File: src/rtl/hazard_ctrl.sv
// Pipeline hazard controller: load-use stall, branch flush and EX operand forwarding.
// Optional performance counters are built when HAZARD_PERF_CNT_EN is defined.
module hazard_ctrl #(
   parameter int unsigned FLUSH_CYC = 1,
   parameter int unsigned CNT_W     = 16
) (
   input  logic             CLK,
   input  logic             RST,
   input  logic             ID_VALID,
   input  logic [4:0]       RS_ADD,
   input  logic [4:0]       RT_ADD,
   input  logic [4:0]       RD_ADD,
   input  logic             WB_EN,
   input  logic             IS_LD,
   input  logic             IS_IMM,
   input  logic             MEM_EN,
   input  logic             BR_TAKEN,
   output logic             STALL,
   output logic             FLUSH,
   output logic [1:0]       FWD_A,
   output logic [1:0]       FWD_B,
   output logic [CNT_W-1:0] STALL_CNT,
   output logic [CNT_W-1:0] FLUSH_CNT
);

   localparam int unsigned REG_W = 5;
   localparam int unsigned FC_W  = 3;
   localparam int unsigned SEL_W = 2;

   typedef struct packed {
      logic             v;
      logic [REG_W-1:0] rd;
   } sb_t;

   typedef enum logic {IDLE, FLUSHING} fstate_t;

   sb_t             sb_e, sb_m, sb_w, sb_e_n;
   logic            e_ld, e_ld_n;
   fstate_t         state, state_n;
   logic [FC_W-1:0] fc, fc_n;
   logic            use_a, use_b, advance;
   logic            stall_int, flush_int;
   logic [SEL_W-1:0] sel_a, sel_b;

   function automatic logic hit(input sb_t s, input logic [REG_W-1:0] op);
      return s.v && (s.rd == op) && (op != '0);
   endfunction

   // Nearest in-flight producer wins.
   function automatic logic [SEL_W-1:0] fwd_sel(input logic en, input logic [REG_W-1:0] op,
                                                input sb_t e, input sb_t m, input sb_t w);
      if (!en)              return SEL_W'(0);
      else if (hit(e, op))  return SEL_W'(1);
      else if (hit(m, op))  return SEL_W'(2);
      else if (hit(w, op))  return SEL_W'(3);
      else                  return SEL_W'(0);
   endfunction

   assign use_a     = ID_VALID;
   assign use_b     = ID_VALID && (!IS_IMM || MEM_EN);
   assign flush_int = !RST && (BR_TAKEN || (fc != '0));
   assign stall_int = !RST && !flush_int && sb_e.v && e_ld &&
                      ((use_a && hit(sb_e, RS_ADD)) || (use_b && hit(sb_e, RT_ADD)));
   assign advance   = !(stall_int || flush_int);
   assign STALL     = stall_int;
   assign FLUSH     = flush_int;
   assign sel_a     = fwd_sel(use_a, RS_ADD, sb_e, sb_m, sb_w);
   assign sel_b     = fwd_sel(use_b, RT_ADD, sb_e, sb_m, sb_w);

   // Next scoreboard entry for E: the advancing decode instruction or a bubble.
   always_comb begin
      sb_e_n = '0;
      e_ld_n = 1'b0;
      if (advance) begin
         sb_e_n.v  = ID_VALID && WB_EN && (RD_ADD != '0);
         sb_e_n.rd = RD_ADD;
         e_ld_n    = IS_LD;
      end
   end

   // Flush FSM next state; a taken branch always reloads the counter.
   always_comb begin
      state_n = state;
      fc_n    = fc;
      if (BR_TAKEN) begin
         fc_n    = FC_W'(FLUSH_CYC - 1);
         state_n = (fc_n != '0) ? FLUSHING : IDLE;
      end else if (state == FLUSHING) begin
         fc_n    = fc - FC_W'(1);
         state_n = (fc_n == '0) ? IDLE : FLUSHING;
      end
   end

   always_ff @(posedge CLK or posedge RST) begin
      if (RST) begin
         state <= IDLE;
         fc    <= '0;
      end else begin
         state <= state_n;
         fc    <= fc_n;
      end
   end

   always_ff @(posedge CLK or posedge RST) begin
      if (RST) begin
         sb_e  <= '0;
         sb_m  <= '0;
         sb_w  <= '0;
         e_ld  <= 1'b0;
         FWD_A <= '0;
         FWD_B <= '0;
      end else begin
         sb_w  <= sb_m;
         sb_m  <= sb_e;
         sb_e  <= sb_e_n;
         e_ld  <= e_ld_n;
         FWD_A <= advance ? sel_a : SEL_W'(0);
         FWD_B <= advance ? sel_b : SEL_W'(0);
      end
   end

`ifdef HAZARD_PERF_CNT_EN
   logic [CNT_W-1:0] stall_cnt, flush_cnt;

   // Saturating event counters.
   always_ff @(posedge CLK or posedge RST) begin
      if (RST) begin
         stall_cnt <= '0;
         flush_cnt <= '0;
      end else begin
         if (stall_int && (stall_cnt != '1)) stall_cnt <= stall_cnt + CNT_W'(1);
         if (flush_int && (flush_cnt != '1)) flush_cnt <= flush_cnt + CNT_W'(1);
      end
   end

   assign STALL_CNT = stall_cnt;
   assign FLUSH_CNT = flush_cnt;
`else
   assign STALL_CNT = '0;
   assign FLUSH_CNT = '0;
`endif

endmodule
File: config.mk
export PLATFORM = sky130hd
export DESIGN_NAME = hazard_ctrl
export DESIGN_NICKNAME = d
export VERILOG_FILES = /design/src/rtl/hazard_ctrl.sv
export SDC_FILE = /design/constraint.sdc
export NUM_CORES = 1
export LEC_CHECK = 0
export ABC_AREA = 1
export CORE_MARGIN = 3
export CORE_UTILIZATION = 41
export DETAILED_ROUTE_END_ITERATION = 6
export GPL_ROUTABILITY_DRIVEN = 0
export GPL_TIMING_DRIVEN = 0
export HOLD_SLACK_MARGIN = 0.03
export PLACE_DENSITY = 0.76
export SLEW_MARGIN = 10
export SYNTH_ARGS = -nofsm -noshare
export SYNTH_HDL_FRONTEND = slang
export SYNTH_SLANG_ARGS = --single-unit
File: constraint.sdc
create_clock -name CLK -period 1.7 [get_ports CLK]
set_clock_uncertainty 0.15 [all_clocks]
set_input_delay 0.34 -clock CLK [delete_from_list [all_inputs] [get_ports CLK]]
set_output_delay 0.34 -clock CLK [all_outputs]
set_load 0.01 [all_outputs]
==> flow_summary.toml <==
[sta]
rsz0062_at_grt = "yes"
relSlewSlack_pct = 59.44
setup_viol = 2
finalWorstSetupSlack_ps = -275.4
tightest_slew_ps = 605.0
fmax_ghz = 0.5062
slew_viol_final = 0
hold_violations = 0
holdWs_ps = 273.9
fin_crit_ps = 1975
finalCritPeriodShare_pct = 116.2

[layout]
n_fill_cell = 396
syn2layout_area_growth_pct = 34.33
finalNetCount = 364
instances_no_fill = 387
seq_area_um2 = 676.9
drive_gt1_share_pct = 28.78
multiInputGateArea_um2 = 913.4
finalInstanceArea_um2 = 2462
antenna_cells = 0

[global_route]
antenna_found_initial = 0
grt_first_pass_wirelength_um = 6120
grt_overflow = 0
track_usage_pct = 14.59
grt_start_max_net_pins = 16
grt_pass1_vias = 1431

[clock_tree]
clk_pin_slew_ps = 90
clock-sinks = 27
cts_tree = "built"
numCtsBuffers = 3
clk_path_buf_depth = 2
ctsHoldBuffers = 0
cts_htree_levels = 1
insertion_delay_ps = 270
cts_root_buffer = "clkbuf_8"

[synthesis]
syn_area_per_cell_um2 = 6.943
synth-simple-area-share_pct = 31.74
ys_warn_count = 0
yosysTopAreaCell = "dfrtp_1"
synth_xor_area_share_pct = 0.9556
ys_types = 23
yosysSeqAreaShare_pct = 36.86
muxShareOfSynthArea_pct = 0
synth_compound_area_share_pct = 4.846
synthFlopType = "dfrtp_1"
synth-adder-area-share_pct = 2.048
synthTopCellsByArea = "dfrtp_1 (37%), nand2_1 (18%), buf_4 (13%), inv_1 (8.0%), nor2_1 (4.5%)"
synthCells = 264
synth_edf_count = 0
synth_area_um2 = 1833
synthArstFlopShare_pct = 100.0
synth-seq-cells = 27
synth_top_family_by_area = "simple AND/OR/NAND/NOR gates"
synth_top_area_share_pct = 36.86

[floorplan]
die-area_um2 = 5309
dieWidth_um = 72.87
core-area_um2 = 4144
die_y_um = 72.87
start_util_pct = 44.23
io_pins = 61
rows = 23

[outcome]
status = "complete, but fails checks"
failed_checks = "negative setup slack"

[route]
finalWirelength_um = 3893
drc = 0
viasPerCell = 4.199
first_pass_iters = 5
postRouteAntennaNets = 0
vias = 1625
drt_iter0_drc = 66
avgRoutedWirePerCell_um = 10.06

[setup_path]
worstSetupStartpointType = "register"
r2r_cells = 9
path_max_fanout = 4
reg2reg_from = "sb_e[2]"
critical_path_class = "reg -> out"
cp.arrival_ps = 1490
crit_path_end_kind = "primary output"
cp.required_ps = 1210
r2r_slack_ps = 80
r2r-end = "FWD_B[1]"

[pwr]
power_mw = 1.406
power.density_nw_per_um2 = 571.2
p_leak_nw = 1.378
ir_worst_vdd_v = 0.0004073

[worst_hold_path]
whs_path_depth = 0
hold_path.class = "reg -> reg"
min_to = "sb_m[5]"
worst_hold_startpoint = "sb_e[5]"

[place]
dp_cells = 373
numPortBuffers = 28
place_ws_ps = -1141
hpwl_um = 2978
placed_area_um2 = 2296

[run]
drv_cap = 0
==> synth_stat cells, drive strengths merged (2+ instances only) <==
master / n
a21oi: 3
buf: 33
dfrtp: 27
ha: 3
inv: 46
nand2: 88
nand3: 8
nand4: 6
nor2: 35
o21ai: 6
o22ai: 2
xnor2: 2
==> per-stage QoR <==
| step | setup TNS (ps) | util [%] |
|---|---|---|
| 2_1_floorplan | 0 | - |
| 3_3_place_gp | -8582 | 55.40 |
| 3_5_place_dp | -8678 | 55.40 |
| 4_1_cts | -402.5 | 58.42 |
| 5_1_grt | -915.4 | 59.42 |
| 6_report | -367.6 | 59.42 |
==> cell usage in the layout, fill, tap and decap left out, types with 2 or more instances in the layout <==
master / n
a21oi_1: 2
nand2_1: 81
dlygate4sd2_1: 10
nand3_1: 7
buf_4: 41
nand2_2: 7
nor2_1: 17
clkdlybuf4s50_1: 15
xnor2_1: 2
nor2_2: 16
buf_6: 2
dfrtp_1: 26
inv_1: 30
ha_4: 2
nor2_4: 2
clkbuf_8: 3
nand4_1: 6
conb_1: 32
o21ai_0: 6
o22ai_1: 2
inv_2: 15
==> worst max path at each step <==
stage	start	to	slack [ps]	depth (start not counted)
after floorplan	fc[0]	FWD_A[0]	50	10
after global placement	RST	STALL	-1140	7
after detailed placement	RST	STALL	-1140	7
after CTS	sb_e[3]	STALL	-310	11
after global routing	sb_e[2]	STALL	-400	8
final	sb_e[2]	STALL	-280	8
==> final cells by class <==
class	instances	share of cell area (%)
buffer	33	10.21
inverter	47	7.317
multi-input combinational	188	37.09
timing repair buffer	37	13.26
clock inverter	1	0.2033
tap	50	2.541
clock buffer	3	1.677
timing repair inverter	1	0.2033
sequential	27	27.49
==> worst max-delay path: stages, from the launching register on <==
cell	delay [ps]
dfrtp_1	430
xnor2_1	220
nand2_2	100
nor2_4	120
nand3_1	70
nand2_1	80
nand2_2	70
inv_2	50
buf_6	90
==> flip-flops by register name (all words and copies together) (netlist names) <==
signal and cells:
FWD_A 2, FWD_B 2, e_ld 1, fc 3
sb_e 6, sb_m 6, sb_w 6, state 1
==> cell families (layout without fill, tap and decap cells) <==
| kind of cell | count (synthesis) | after routing |
|---|---|---|
| other | 1 | 32 |
| AO/OA/AOI/OAI | 14 | 14 |
| flip-flops | 27 | 27 |
| AND/OR/NAND/NOR | 137 | 137 |
| XOR/XNOR | 2 | 2 |
| buffers and inverters | 80 | 122 |
| adder cells (fa/ha/maj) | 3 | 3 |
==> repair_timing <==
item	4_1_cts	5_1_grt
pin swaps	4	15
endpoints found under the setup margin	13	12
gates cloned	1	0
endpoints found under the hold margin	0	0
buffers inserted	7	3
gates resized for setup	33	15
==> per-layer routing <==
layer	part of all wire (%)	vias to the layer above	track usage [%]
met4	0.44	0	4.508
met3	7.4	2	3.030
met2	50	54	25.25
li1	-	881	-
met1	42	688	18.18
met5	0	-	0
==> where the power goes <==
part / total, mW / internal (mW) / switching, mW / leakage [nW]
Sequential: 0.699 / 0.671 / 0.0275 / 0.347
Clock: 0.363 / 0.164 / 0.199 / 0.0255
Combinational: 0.344 / 0.158 / 0.187 / 1.01
Note: power is estimated with default switching activity, not from simulation.
